<file path="config.mk">
export PLATFORM = sky130hd
export DESIGN_NAME = uart_tx_arbiter
export DESIGN_NICKNAME = d
export VERILOG_FILES = /design/src/rtl/uart_pkg.sv /design/src/rtl/rr_picker.sv /design/src/rtl/uart_tx_arbiter.sv
export SDC_FILE = /design/constraint.sdc
export NUM_CORES = 1
export LEC_CHECK = 0
export ABC_AREA = 1
export CAP_MARGIN = 25
export CORE_UTILIZATION = 44
export CTS_BUF_LIST = sky130_fd_sc_hd__clkbuf_2 sky130_fd_sc_hd__clkbuf_4 sky130_fd_sc_hd__clkbuf_8
export DETAILED_ROUTE_END_ITERATION = 12
export PLACE_DENSITY = 0.9
export SKIP_CTS_REPAIR_TIMING = 1
export SLEW_MARGIN = 30
export SYNTH_ARGS = -nofsm -noshare
export SYNTH_HDL_FRONTEND = slang
export SYNTH_SLANG_ARGS = --single-unit
</file>
<file path="constraint.sdc">
create_clock -name clk -period 1.8 [get_ports clk]
set_input_delay 0.18 -clock clk [delete_from_list [all_inputs] [get_ports clk]]
set_output_delay 0.18 -clock clk [all_outputs]
set_load 0.005 [all_outputs]
</file>
<file path="src/rtl/uart_pkg.sv">
// Shared UART definitions: arbiter FSM encodings and the default frame payload width.
package uart_pkg;

  localparam int UART_DATA_WIDTH = 7;

  typedef enum logic {
    ST_IDLE = 1'b0,
    ST_WAIT = 1'b1
  } uart_arb_state_e;

endpackage

</file>
<file path="src/rtl/rr_picker.sv">
// Combinational round-robin picker: first set request at or above ptr, wrapping modulo NUM_REQ.
module rr_picker #(
  parameter int NUM_REQ = 2
) (
  input  logic [NUM_REQ-1:0]         req,
  input  logic [$clog2(NUM_REQ)-1:0] ptr,
  output logic                       any,
  output logic [$clog2(NUM_REQ)-1:0] win_idx
);

  localparam int PTR_W = $clog2(NUM_REQ);

  always_comb begin : pick
    int   idx;
    logic found;
    any     = |req;
    win_idx = '0;
    found   = 1'b0;
    idx     = 0;
    for (int k = 0; k < NUM_REQ; k++) begin
      // Explicit wrap: NUM_REQ need not be a power of two.
      idx = int'(ptr) + k;
      if (idx >= NUM_REQ) idx = idx - NUM_REQ;
      if (!found && req[PTR_W'(idx)]) begin
        found   = 1'b1;
        win_idx = PTR_W'(idx);
      end
    end
  end

endmodule

</file>
<file path="src/rtl/uart_tx_arbiter.sv">
// Round-robin sharing of one uart_tx serializer among NUM_REQ byte sources.
// Optional WAIT watchdog enabled by defining UART_TX_ARB_TIMEOUT_EN.
module uart_tx_arbiter
  import uart_pkg::*;
#(
  parameter int NUM_REQ        = 2,
  parameter int DATA_WIDTH     = UART_DATA_WIDTH,
  parameter int TIMEOUT_CYCLES = 16
) (
  input  logic                          clk,
  input  logic                          rst_n,
  input  logic [NUM_REQ-1:0]            req,
  input  logic [NUM_REQ*DATA_WIDTH-1:0] req_data,
  output logic [NUM_REQ-1:0]            grant,
  output logic                          en_tx,
  output logic [DATA_WIDTH-1:0]         data_tx,
  input  logic                          done_tx,
  output logic                          busy,
  output logic                          timeout_err
);

  localparam int PTR_W = $clog2(NUM_REQ);

  uart_arb_state_e     state_q, state_d;
  logic [PTR_W-1:0]    ptr_q, ptr_d;
  logic [PTR_W-1:0]    win_idx_q, win_idx_d;
  logic [NUM_REQ-1:0]  grant_q, grant_d;
  logic                en_q, en_d;
  logic [DATA_WIDTH-1:0] data_q, data_d;
  logic                busy_q, busy_d;

  logic                pick_any;
  logic [PTR_W-1:0]    pick_idx;
  logic [DATA_WIDTH-1:0] pick_data;
  logic [PTR_W-1:0]    ptr_next;

  rr_picker #(.NUM_REQ(NUM_REQ)) u_picker (
    .req     (req),
    .ptr     (ptr_q),
    .any     (pick_any),
    .win_idx (pick_idx)
  );

  assign pick_data = req_data[pick_idx*DATA_WIDTH +: DATA_WIDTH];
  assign ptr_next  = (win_idx_q == PTR_W'(NUM_REQ-1)) ? '0 : win_idx_q + 1'b1;

`ifdef UART_TX_ARB_TIMEOUT_EN
  localparam int CNT_W = $clog2(TIMEOUT_CYCLES);
  logic [CNT_W-1:0] cnt_q, cnt_d;
  logic             terr_q, terr_d;
`else
  logic unused_timeout_cfg;
  assign unused_timeout_cfg = (TIMEOUT_CYCLES > 1);
`endif

  always_comb begin
    state_d   = state_q;
    ptr_d     = ptr_q;
    win_idx_d = win_idx_q;
    grant_d   = '0;
    en_d      = 1'b0;
    data_d    = data_q;
    busy_d    = busy_q;
`ifdef UART_TX_ARB_TIMEOUT_EN
    cnt_d     = cnt_q;
    terr_d    = 1'b0;
`endif
    case (state_q)
      ST_IDLE: begin
`ifdef UART_TX_ARB_TIMEOUT_EN
        cnt_d = '0;
`endif
        if (pick_any) begin
          grant_d   = NUM_REQ'(1) << pick_idx;
          en_d      = 1'b1;
          data_d    = pick_data;
          win_idx_d = pick_idx;
          busy_d    = 1'b1;
          state_d   = ST_WAIT;
        end
      end
      ST_WAIT: begin
        // A done in the en_tx cycle belongs to the previous frame.
        if (done_tx && !en_q) begin
          ptr_d   = ptr_next;
          busy_d  = 1'b0;
          state_d = ST_IDLE;
        end
`ifdef UART_TX_ARB_TIMEOUT_EN
        else if (cnt_q == CNT_W'(TIMEOUT_CYCLES-1)) begin
          terr_d  = 1'b1;
          ptr_d   = ptr_next;
          busy_d  = 1'b0;
          state_d = ST_IDLE;
        end else begin
          cnt_d = cnt_q + 1'b1;
        end
`endif
      end
      default: state_d = ST_IDLE;
    endcase
  end

  always_ff @(posedge clk or negedge rst_n) begin
    if (!rst_n) begin
      state_q   <= ST_IDLE;
      ptr_q     <= '0;
      win_idx_q <= '0;
      grant_q   <= '0;
      en_q      <= 1'b0;
      data_q    <= '0;
      busy_q    <= 1'b0;
    end else begin
      state_q   <= state_d;
      ptr_q     <= ptr_d;
      win_idx_q <= win_idx_d;
      grant_q   <= grant_d;
      en_q      <= en_d;
      data_q    <= data_d;
      busy_q    <= busy_d;
    end
  end

`ifdef UART_TX_ARB_TIMEOUT_EN
  always_ff @(posedge clk or negedge rst_n) begin
    if (!rst_n) begin
      cnt_q  <= '0;
      terr_q <= 1'b0;
    end else begin
      cnt_q  <= cnt_d;
      terr_q <= terr_d;
    end
  end
  assign timeout_err = terr_q;
`else
  assign timeout_err = 1'b0;
`endif

  assign grant   = grant_q;
  assign en_tx   = en_q;
  assign data_tx = data_q;
  assign busy    = busy_q;

endmodule

</file>
# Word-level counts from Yosys, hierarchy flattened
# Cells that the tools add are included.
[totals] register_bits=14 latch_bits=0 ram_bits=0 romBits=0 input_bits=19 out_inout_bits=12 wordCells=48 n_memories=0
[op_classes] addsub=4 n_mul=1 div=0 n_lt_le_gt_ge=4 eq_ne=2 n_shift=2 muxes=19 n_bitwise=1 reduce_logical=8
[op_table] cell="1-bit 2-to-1 mux" n=15
[op_table] cell="14-bit by 5-bit indexed part select with 7-bit output" n=1
[op_table] cell="1-bit by 3-bit < comparator with 1-bit output, second input constant" n=2
[op_table] cell="2-bit AND reduction" n=3
[op_table] cell="1-bit by 3-bit multiplier with 4-bit output, second input constant" n=1
[op_table] cell="2-bit 2-to-1 mux" n=2
[op_table] cell="1-bit one-hot mux with 2 select lines" n=2
[op_table] cell="1-bit by 1-bit adder with 2-bit output, second input constant" n=1
[op_table] cell="1-bit by 2-bit greater-or-equal comparator with 1-bit output, second input constant" n=1
[op_table] cell="2-bit greater-or-equal comparator, second input constant" n=1
[op_table] cell="1-bit logical AND" n=2
[op_table] cell="1-bit zero test" n=2
[op_table] cell="2-bit by 1-bit inequality test with 1-bit output, second input constant" n=1
[op_table] cell="2-bit inequality test, second input constant" n=1
[op_table] cell="2-bit OR reduction" n=1
[op_table] cell="1-bit by 1-bit left shift with 2-bit output, first input constant" n=1
[op_table] cell="1-bit subtractor, second input constant" n=2
[op_table] cell="1-bit adder, second input constant" n=1
[op_table] cell="1-bit inverter" n=1

# Logic depth before layout (Yosys ltp)
# Gate-level depths: netlist (run 1).
[logic_depth] ltp_word=12 mapped_depth=6 depth_no_buf=5

# By module
# A second synthesis (run 1) with hierarchy kept.
[unflattened] cells_unflattened=86 hier_area_um2=660.6
[modules_own_cells] module="uart_tx_arbiter" n_inst=1 cells_per_inst=81 area_each_um2=641.9
[modules_own_cells] module="rr_picker" n_inst=1 cells_per_inst=5 area_each_um2=18.8

# Worst setup path after synthesis (run 1)
# No wires, ideal clock.
[synth_path] path_kind="reg2reg" from="register state_q" to="register data_q[1] (netlist: data_tx[1])" setup_ps=116 arrival_ps=756 required_ps=1684 slack_ps=928 path_stages_with_launch=6 path_buffers=1 cell_sequence="dfrtp_1 inv_2 o21ai_2 buf_6 nand2_1 nand2_1"
[synth_between] elab_chain_cells=2
[synth_rtl] element="from (decl)" line_no="uart_tx_arbiter.sv:24" text="uart_arb_state_e state_q, state_d;"
[synth_rtl] element="from (signal assigned)" line_no="uart_tx_arbiter.sv:114" text="state_q <= state_d;"
[synth_rtl] element="1-bit inverter (no line)"
[synth_rtl] element="2-bit AND reduction (no line)"
[synth_rtl] element="to (signal assigned)" line_no="uart_tx_arbiter.sv:119" text="data_q <= data_d;"
[synth_rtl] element="to (decl)" line_no="uart_tx_arbiter.sv:29" text="logic [DATA_WIDTH-1:0] data_q, data_d;"
# No other way between the ends.
# A chain may end at the register's enable or synchronous reset.

# Worst setup path in the final report (run 1)
[layout_path] from="register data_q[4] (netlist: data_tx[4])" to="output data_tx[4]"
[layout_lines] element="to (decl)" line_no="uart_tx_arbiter.sv:16" text="output logic [DATA_WIDTH-1:0] data_tx,"
# No word-level cell between the ends.

==> flow_summary.toml, run 1 <==
[status]
status = "complete, no violations"

[power]
p_switching_w = 0.000454
p_sw_frac = 0.338
p_comb_frac = 0.411
internal_power_w = 0.000890
power_frac_clock = 0.164
power.density_nw_per_um2 = 1400
pwr-share-seq = 0.425
vdd_drop_max_v = 0.000949
p_leak_nw = 0.494

[worst_setup_path]
cp_data_arrival_time_ps = 1150
worstPathRequired_ps = 1620
rr_startpoint = "ptr_q"
path_max_fanout = 2
cp_slowest_cell = "clkdlybuf4s50_1"
critical_path_buf_inv_count = 1
worstPathCellList = "clkdlybuf4s50_1"
cp_top_family = "buffers and inverters"
rrSetupSlack_ps = 740
start_kind = "flip-flop"
slowest_delay_ps = 510
endpoint_kind = "output pin"
ff2ff_path_depth = 5
crit_type = "reg2out"
timing.rr.end = "data_tx[6]"

[sta]
worstMarginPinSlew_ps = 626
skew_ps = 0.460
fmax_mhz = 752
maxSlewViolCount = 0
period_needed_ps = 1330
slew_headroom = 0.581
setup_viol = 0
setup_tns_ps = 0
post-route-period-util = 0.738
final_hold_viol_count = 0
rsz0062_at_grt = "no"

[drt]
wirelength_um = 1420
drt_iter0_markers = 21
wire_per_inst_um = 11.3
drtPass1Iterations = 4
drcViolationCount = 0
num_vias = 605
final_antenna_net_count = 0
viasPerCell = 4.84

[floorplan]
die_w_um = 40.6
die_h_um = 40.6
start_util = 0.486
dieArea_sq_um = 1650
coreArea_sq_um = 1350
row_count = 13
ios = 31

[cts]
cts_buffers = 3
worstSkewPairLatency_ps = 270
htreeDepth = 1
clk_pin_slew_ps = 80
cts_tree = "done"
cts-root-buf = "clkbuf_4"
clock-sinks = 14
clockBufferDepth = 2

[grt]
grt_pass1_vias = 559
use_met2 = 0.385
met1_usage = 0.260
track_usage = 0.225
grt_max_degree = 15
overflow = 0
grt_use_met3 = 0.0556
grt_pass1_wl_um = 2350
antenna_found_initial = 0
grt_busiest_layer = "met2"

[logic_synthesis]
synthDistinctLibCells = 13
synth-seq-cells = 14
ys_seq_area_frac = 0.534
syn_area_sq_um = 656
synth_warnings = 0
syn_nets = 100
synth.avg_cell_area_sq_um = 8.09
synth.area.top_cells = "dfrtp_1 (53%), nand2_1 (25%), nand3_1 (6.1%)"
synth_cells = 81
yosys.area.top_type = "dfrtp_1"
synth_top_area_frac = 0.534

[finish]
regArea_sq_um = 350
n_antenna_cell = 0
multi_input_area_sq_um = 253
syn_to_final_growth_pct = 46.9
drive_gt1_frac = 0.0727
final_cell_area_sq_um = 963
fin_nets = 130
stdcell_count = 125
num-fill-cells = 115

[run]
maxCapViolCount = 0

[placed_design]
gp_congestion = 0.785
postPlaceCellArea_sq_um = 927
placedCellCount = 121
hpwl_um = 1080
portBuffers = 29

[worst_hold_path]
hp-class = "in2async"
registers in the layout, indices dropped and copies added, names as in the netlist:
| signal | cells |
|---|---|
| grant | 2 |
| ptr_q | 1 |
| busy | 1 |
| en_tx | 1 |
| win_idx_q | 1 |
| data_tx | 7 |
| state_q | 1 |
worst max path at each step:
stage	startpoint	slack, ps	endpoint	cells after the start
2_1_floorplan	state_q	930	data_tx[1]	5
3_3_place_gp	req[0]	360	data_tx[5]	4
3_5_place_dp	req[0]	280	data_tx[4]	4
4_1_cts	data_tx[4]	460	data_tx[4]	1
5_1_grt	data_tx[4]	420	data_tx[4]	1
6_report	data_tx[4]	470	data_tx[4]	1
layout make-up:
class,count,area share
well taps,15,0.0195
flip-flops and latches,14,0.364
multi-input cells,59,0.262
clock buffers,4,0.0377
repair buffers,29,0.301
inverters,4,0.0156
power groups by stage:
stage / clock network (W) / logic [W] / registers [W]
after floorplan: 0 / 0.000306 / 0.000544
after global placement: 0 / 0.000545 / 0.000570
after detailed placement: 0 / 0.000557 / 0.000574
after CTS: 0.000228 / 0.000561 / 0.000570
after global routing: 0.000239 / 0.000635 / 0.000588
final: 0.000221 / 0.000553 / 0.000571
synthesized netlist by cell type (all sizes together):
master / n
nand2: 44
dfrtp: 14
nand3: 8
buf: 4
inv: 4
nor2: 4
o21ai: 2
conb: 1
through the flow:
| stage | util | setup WS [ps] | total power [W] | hold slack, ps |
|---|---|---|---|---|
| 6_report | 0.714 | 471 | 0.00134 | 292 |
| 5_1_grt | 0.714 | 424 | 0.00146 | 336 |
| 4_1_cts | 0.714 | 455 | 0.00136 | 310 |
| 3_5_place_dp | 0.687 | 277 | 0.00113 | 453 |
| 3_3_place_gp | 0.687 | 356 | 0.00112 | 449 |
| 2_1_floorplan | - | 928 | 0.000850 | -116 |
layout by cell type, fill, tap and decap left out:
cell type	netlist	routed
conb_1	1	1
nand2_1	43	43
clkbuf_8	0	1
o21ai_0	1	1
nor2_1	3	3
o21ai_2	1	1
nor2_4	1	1
nand2_4	1	1
clkdlybuf4s50_1	0	29
inv_1	3	3
clkbuf_4	0	3
inv_2	1	1
nand3_1	8	8
dfrtp_1	14	14
logic make-up (layout without fill, tap and decap cells):
family	Yosys count	in the layout	share of synthesized area
compound gates	2	2	0.0210
other cells	1	1	0.00572
flops	14	14	0.534
simple gates	56	56	0.359
buf+inv	8	37	0.0801
routing by layer:
metal / up-vias / share of wire
li1: 304 / -
met1: 267 / 0.44
met2: 32 / 0.48
met3: 2 / 0.068
met4: 0 / 0.0085
met5: - / 0
Power figures use the tool's default switching activity.
==> run 2: changes to the inputs <==
--- a/config.mk
+++ b/config.mk
@@ -7,10 +7,10 @@
 export LEC_CHECK = 0
 export ABC_AREA = 1
 export CAP_MARGIN = 25
-export CORE_UTILIZATION = 44
+export CORE_UTILIZATION = 37
 export CTS_BUF_LIST = sky130_fd_sc_hd__clkbuf_2 sky130_fd_sc_hd__clkbuf_4 sky130_fd_sc_hd__clkbuf_8
 export DETAILED_ROUTE_END_ITERATION = 12
-export PLACE_DENSITY = 0.9
+export PLACE_DENSITY = 0.81
 export SKIP_CTS_REPAIR_TIMING = 1
 export SLEW_MARGIN = 30
 export SYNTH_ARGS = -nofsm -noshare
==> constraint.sdc (replaced) <==
create_clock -name clk -period 1.15 [get_ports clk]
set_input_delay 0.115 -clock clk [delete_from_list [all_inputs] [get_ports clk]]
set_output_delay 0.115 -clock clk [all_outputs]
set_load 0.005 [all_outputs]
==> flow_summary.toml, run 2 (same netlist as run 1, synthesis figures left out) <==
[status]
status = "finished with violations"
violations = "DRC"

[grt]
track_usage = 0.169
grt_max_degree = 15
antenna_found_initial = 0
grt_pass1_vias = 547
grt_pass1_wl_um = 2420
overflow = 0

[drt]
wirelength_um = 1530
drcViolationCount = 3
drt_iter0_markers = 30
final_antenna_net_count = 0
wire_per_inst_um = 11.5
drtPass1Iterations = 8
num_vias = 622
viasPerCell = 4.68

[worst_setup_path]
cp_data_arrival_time_ps = 1180
slowest_delay_ps = 540
path_max_fanout = 9
cp_slowest_cell = "dfrtp_1"
worstPathCellList = "nand2_4 -> nand2_1 -> nand2_1 -> nand2_1 -> nand2_1"
crit_type = "reg2reg"
worstPathRequired_ps = 1310
ff2ff_path_depth = 5
start_kind = "flip-flop"
endpoint_kind = "flip-flop"
crit_path_frequent_cell = "nand2_1"

[cts]
cts_tree = "done"
htreeDepth = 1
cts_buffers = 3
cts-root-buf = "clkbuf_4"
clock-sinks = 14
clockBufferDepth = 2
clk_pin_slew_ps = 90
worstSkewPairLatency_ps = 280

[sta]
post-route-period-util = 0.884
period_needed_ps = 1020
rsz0062_at_grt = "no"
skew_ps = 9.07
setup_tns_ps = 0
fmax_mhz = 984
final_hold_viol_count = 0
maxSlewViolCount = 0
timing.hold.ws_ps = 145
setup_viol = 0

[finish]
n_antenna_cell = 0
final_cell_mix = "nand2_1 (43), clkdlybuf4s50_1 (18), dfrtp_1 (14), dlymetal6s2s_1 (11), nand3_1 (8)"
largest_register_ffs = 7
final_common_cell = "nand2_1"
syn_to_final_growth_pct = 59.4
drive_gt1_frac = 0.128
stdcell_count = 133
fin_nets = 137

[power]
power.density_nw_per_um2 = 2080
power_w = 0.00217
p_leak_nw = 0.661
vdd_drop_max_v = 0.00113

[placed_design]
hpwl_um = 1090
gp_congestion = 0.803
placedCellCount = 126
portBuffers = 29

[floorplan]
coreArea_sq_um = 1580
start_util = 0.416
die_h_um = 44.1
dieArea_sq_um = 1940
row_count = 14
die_w_um = 44.1
ios = 31

[worst_hold_path]
hp-class = "in2async"

[run]
maxCapViolCount = 0
run 2: cell count changes in the layout (fill, tap and decap cells not counted), sizes merged:
| cell | previous run | this run |
|---|---|---|
| clkdlybuf4s50 | 29 | 18 |
| dlymetal6s2s | 0 | 11 |
| buf | 0 | 7 |
run 2: metal layers:
metal | vias up | global-route usage | part of all wire
li1 | 318 | - | -
met1 | 272 | 0.232 | 0.41
met4 | 0 | 0.0364 | 0
met3 | 0 | 0.0490 | 0.086
met5 | - | 0 | 0
met2 | 32 | 0.268 | 0.50
run 2: area by class of cell:
class | count | area (sq um)
inverter | 4 | 15.0
sequential | 14 | 350
multi-input combinational | 59 | 253
fill | 132 | 532
timing repair buffer | 36 | 370
tap | 16 | 20.0
clock buffer | 4 | 36.3
run 2: worst paths after layout:
check / start / endpoint / slack, ps
worst max-delay path: ptr_q / data_tx[1] / 130
worst min-delay path: rst_n / data_tx[0] / 150
worst max register to register: ptr_q / data_tx[1] / 130
worst min register to register: data_tx[5] / data_tx[5] / 480
max in group asynchronous: rst_n / data_tx[6] / 820
min in group clk: req_data[0] / data_tx[0] / 460
run 2: where the power goes:
| group | internal [W] | total, W | leakage [nW] | switching, W |
|---|---|---|---|---|
| clock network | 0.000192 | 0.000353 | 0.0210 | 0.000161 |
| logic | 0.000536 | 0.000940 | 0.467 | 0.000404 |
| registers | 0.000709 | 0.000879 | 0.172 | 0.000170 |
run 2: per-stage QoR:
stage               instance area [sq um]  worst slack [ps]  utilization
CTS                                   995              -130        0.631
detailed placement                    958              -114        0.608
floorplan                             656               278            -
global route                         1040              29.1        0.663
finish                               1040               133        0.663
global placement                      958             -80.0        0.608
run 2: critical path: cells and delay by family (launching register included):
kind             cells  cell delay, ps
flip-flops           1             540
AND/OR/NAND/NOR      5             360
==> RTL edit 1, RTL diff (flow settings as in run 2) <==
Take the reset off `data_q` and load it in a clocked block of its own.
--- a/src/rtl/uart_tx_arbiter.sv
+++ b/src/rtl/uart_tx_arbiter.sv
@@ -108,7 +108,6 @@
       win_idx_q <= '0;
       grant_q   <= '0;
       en_q      <= 1'b0;
-      data_q    <= '0;
       busy_q    <= 1'b0;
     end else begin
       state_q   <= state_d;
@@ -116,9 +115,12 @@
       win_idx_q <= win_idx_d;
       grant_q   <= grant_d;
       en_q      <= en_d;
-      data_q    <= data_d;
       busy_q    <= busy_d;
     end
+  end
+
+  always_ff @(posedge clk) begin
+    data_q <= data_d;
   end
 
 `ifdef UART_TX_ARB_TIMEOUT_EN
Check against the original RTL: not equivalent (Yosys sat finds a counterexample within 4 cycles, from zero or initial values and one cycle with rst_n low).
==> RTL edit 1 against run 2 <==
Sequential cell count unchanged; cell count fell by 17%; first-iteration DRC count down 73%; setup slack lost 22 ps; final area fell by 6.7%; maximum frequency decreased by 2.2%; area after synthesis decreased by 10%; sequential share of layout area increased by 6.0 points; routed wire length is 21% lower; largest cell class is now registers; highest routed layer is now met4.
Power is not compared: it rests on default switching activity, and its combinational part moved more than twofold at a synthesized area within 25%.
==> RTL edit 1: results (changes against run 2) <==
Synth
  – Synth Area in Adders: 0 (unchanged)
  – Synth Flop Type: edfxtp_1
  – Synth Area in Compound Gates: 0.0149 (-0.00610)
  – Most frequent cells after synthesis: nand2_1 (29), dfrtp_1 (7), edfxtp_1 (7)
  – XOR/XNOR share of the synthesized area: 0 (unchanged)
  – Post-synth cell types: 14 (+1)
  – Multiplexer share of the synthesized area: 0 (unchanged)
  – Post-synth net total: 78 (-22%)
  – Seq/Total Area, Yosys: 0.655 (+0.121)
  – Synthesized area per cell: 9.97 sq um (+23%)
  – Post-synthesis async set-or-reset flop share: 0.500 (-0.500)
  – Post-synth EDFFs: 7 (+7)
  – Ranking of synthesized cells by area: edfxtp_1 (36%), dfrtp_1 (30%), nand2_1 (19%)
  – Ys Warns: 0 (unchanged)

Pwr
  – Clock network power: 0.000284 W
  – Max VDD drop: 0.000894 V
  – Switching power total: 0.000414 W
  – Comb pwr: 0.000443 W
  – Leakage: 0.557 nW

Finish
  – Antenna diodes: 0 (unchanged)
  – Area grow syn2layout: 65.7%
  – Max FFs per register: 7 (unchanged)
  – FILL cells: 126 (-4.5%)
  – Layout cell share with drive strength beyond 1: 0.126 (-0.00189)
  – Non-filler cells, final: 111 (-17%)
  – NumNets Final: 115 (-16%)

Global route
  – Pin count of the biggest net entering global routing: 10 (-5)
  – First-pass GRT wire length: 2.04 mm (-16%)
  – Vias in the first global route: 472 (-14%)
  – Total Routing Usage GR: 0.162 (-0.00723)
  – Initial antenna violation count: 0 (unchanged)

Setup path
  – Crit-path leading delay family: flip-flops
  – Crit Path Max Fanout: 8 (-1)
  – Worst stage delay on the critical path: 380 ps (-160 ps)
  – CP max stage cell: dfrtp_1
  – Critical Path AT: 1010 ps (-170 ps)
  – R2R Setup Slk: 110 ps (-20 ps)

Clock tree
  – Longest Clk Path Bufs: 2 (unchanged)
  – Clock root buffer: clkbuf_4
  – Worst skew pair latency: 280 ps (about the same)
  – CTS clk-pin slew, worst paths: 80 ps
  – Htree depth: 1 (unchanged)
  – TritonCTS Buffers: 3 (unchanged)

Timing
  – Worst-case clock skew: 1.94 ps (-7.12 ps)
  – Worst hold slack: 92.9 ps (-52.6 ps)

Hold path
  – Worst hold path class: in -> async

Route
  – Vias: 477 (-23%)
  – Iteration-0 DRC Markers: 8 (-73%)
  – Drt first pass iters: 4 (-4)
  – Drt wl/cell: 11.0 um (-4.8%)

Place
  – Dpl hpwl: 934 um (-14%)
  – Post-DP Area: 913 sq um (-4.7%)
  – RePlAce Congestion: 0.732 (-8.8%)
  – Input/output buffers: 29 (unchanged)

Outcome
  – Run status: finished, final reports clean
RTL edit 1: cell types whose count changed in the layout (fill, tap and decap cells not counted), sizes merged, moves of 2 or more:
| cell | run 2 | this run |
|---|---|---|
| buf | 7 | 4 |
| edfxtp | 0 | 7 |
| dfrtp | 14 | 7 |
| nand3 | 8 | 1 |
| nand2 | 44 | 30 |
| clkinv | 0 | 2 |
RTL edit 1: metal layers:
layer,track usage,vias up,share of wire
li1,-,253,-
met1,0.219,206,0.45
met2,0.225,15,0.49
met3,0.0304,3,0.042
met4,0.129,0,0.022
met5,0,-,0
RTL edit 1: layout make-up:
| cell class | count | area share |
|---|---|---|
| Clock buffer | 3 | 0.0231 |
| Tap cell | 16 | 0.0205 |
| Timing Repair Buffer | 33 | 0.357 |
| Clock inverter | 1 | 0.00385 |
| Sequential cell | 14 | 0.395 |
| Inverter | 6 | 0.0282 |
| Multi-Input combinational cell | 38 | 0.172 |
RTL edit 1: kinds of logic (layout without fill, tap and decap cells):
kind of cell    count (synthesis)  count (layout)
compound gates                  1               1
buf+inv                         7              43
flops                          14              14
other cells                     1               1
simple gates                   36              36
RTL edit 1: final timing paths:
path | end | start | cells after the start
worst max-delay path | data_tx[4] | state_q | 3
worst min-delay path | en_tx | rst_n | 1
worst max register to register | data_tx[4] | state_q | 3
worst min register to register | win_idx_q | win_idx_q | 2
max in group asynchronous | busy | rst_n | 1
min in group clk | data_tx[0] | req_data[0] | 3
RTL edit 1: metrics by stage:
step	setup slack, ps	TNS, ps	total power (W)
6_report	111	0	0.00142
2_1_floorplan	94.5	0	0.000900
3_5_place_dp	-154	-1760	0.00116
3_3_place_gp	-122	-1440	0.00114
4_1_cts	-178	-1010	0.00144
5_1_grt	52.0	0	0.00151
==> RTL edit 2, RTL diff (config.mk and constraints of run 2) <==
Made on the original files. Set the package constant `UART_DATA_WIDTH` to 14 (it was 7).
--- a/src/rtl/uart_pkg.sv
+++ b/src/rtl/uart_pkg.sv
@@ -1,7 +1,7 @@
 // Shared UART definitions: arbiter FSM encodings and the default frame payload width.
 package uart_pkg;
 
-  localparam int UART_DATA_WIDTH = 7;
+  localparam int UART_DATA_WIDTH = 14;
 
   typedef enum logic {
     ST_IDLE = 1'b0,
Interface: changed (resized data_tx and req_data); port bits go from 31 to 52. The function was not compared with the original's and may differ.
==> RTL edit 2 against run 2 <==
Combinational power grew 86%; routed wire length grew 79%; largest cell class unchanged; area after synthesis is 59% higher; final area up 63%; cell count increased by 67%; clock skew shrank 8.0 ps; total power grew 58%; count of clock-buffer cells in the layout fell by 1; setup slack worse by 53 ps; sequential cell count increased by 7.
==> RTL edit 2: results (changes against run 2) <==
Clock tree
  – CTS clk-pin slew, worst paths: 120 ps (+30 ps)
  – Longest Clk Path Bufs: 2 (unchanged)
  – TritonCTS Buffers: 3 (unchanged)
  – Worst skew pair latency: 300 ps (+20 ps)

Route
  – Drt first pass iters: 4 (-4)
  – Vias: 1079 (+73%)
  – Wirelength, routed: 2.75 mm (+79%)
  – Iteration-0 DRC Markers: 14 (-53%)

Setup path
  – Crit Path Max Fanout: 16 (+7)

Synth
  – Post-synth cell types: 15 (+2)
  – XOR/XNOR share of the synthesized area: 0 (unchanged)
  – Synth Area in Compound Gates: 0.0204 (-0.000584)
  – Seq/Total Area, Yosys: 0.504 (-0.0301)
  – Ranking of synthesized cells by area: dfrtp_1 (50%), nand2_1 (28%), nand3_1 (7.2%)
  – Synth Area in Adders: 0 (unchanged)
  – Most frequent cells after synthesis: nand2_1 (78), dfrtp_1 (21), nand3_1 (15)
  – Post-synth net total: 167 (+67%)
  – Synth Flop Type: dfrtp_1

Pwr
  – Max VDD drop: 0.00126 V (+11%)
  – Clock network power: 0.000360 W (+2%)
  – Sequential share of power: 0.382 (-0.023)
  – Switching power total: 0.00124 W (+69%)
  – Leakage: 1.07 nW (+62%)

Place
  – Input/output buffers: 50 (+72%)
  – RePlAce Congestion: 0.859 (+7.0%)
  – Dpl hpwl: 2.03 mm (+86%)

Global route
  – First-pass GRT wire length: 4.17 mm (+72%)
  – Vias in the first global route: 1018 (+86%)
  – Total Routing Usage GR: 0.198 (+0.0292)
  – Pin count of the biggest net entering global routing: 22 (+7)

Finish
  – Area grow syn2layout: 63.9%
  – Max FFs per register: 14 (+7)
  – Layout cell share with drive strength beyond 1: 0.109 (-0.0188)
  – FILL cells: 209 (+58%)
  – Antenna diodes: 0 (unchanged)
  – NumNets Final: 226 (+65%)

Timing
  – Worst-case clock skew: 1.07 ps (-8.00 ps)

Outcome
  – Run status: finished, final reports clean
## RTL edit 2: cell count changes in the layout (fill, tap and decap cells not counted), sizes merged
cell,run 2,this run
buf,7,12
clkbuf,4,3
clkdlybuf4s50,18,32
clkinv,0,1
dfrtp,14,21
dlymetal6s2s,11,18
nand2,44,79
nand3,8,15
## RTL edit 2: final timing paths
check,startpoint,to,slack (ps),depth (start not counted)
setup / recovery,ptr_q,data_tx[3],80,5
hold reg to reg,win_idx_q,ptr_q,480,1
max in group asynchronous,rst_n,data_tx[13],810,2
min in group clk,done_tx,state_q,420,4
setup reg to reg,ptr_q,data_tx[3],80,5
hold / removal,rst_n,data_tx[8],130,2
## RTL edit 2: critical path, stage by stage (launching register included)
cell and delay (ps):
dfrtp_1 520, nand2_4 180, nand2_1 90, nand2_1 50, nand2_1 80, nand2_1 60
## RTL edit 2: stage by stage
stage	worst slack, ps	cell area [sq um]	total power [W]	hold WS (ps)	instances
floorplan	179	1040	0.00211	-181	134
global placement	-123	1590	0.00298	452	212
detailed placement	-172	1590	0.00303	461	212
global route	13.2	1710	0.00368	168	222
CTS	-181	1620	0.00340	130	216
finish	79.8	1710	0.00342	127	222
## RTL edit 2: per-layer routing
layer,share of wire,vias to the layer above,GRT usage
met5,0,-,0
met4,0.0098,0,0.0833
met3,0.065,4,0.0355
met2,0.50,47,0.363
met1,0.42,506,0.223
li1,-,522,-
## RTL edit 2: final cells by class
cell class	count	area (sq um)	share of cell area
Inverter	4	15.0	0.00879
Clock buffer	3	22.5	0.0132
Timing Repair Buffer	62	673	0.394
Sequential cell	21	526	0.308
Tap cell	30	37.5	0.0220
Clock inverter	1	5.00	0.00293
Multi-Input combinational cell	101	429	0.251
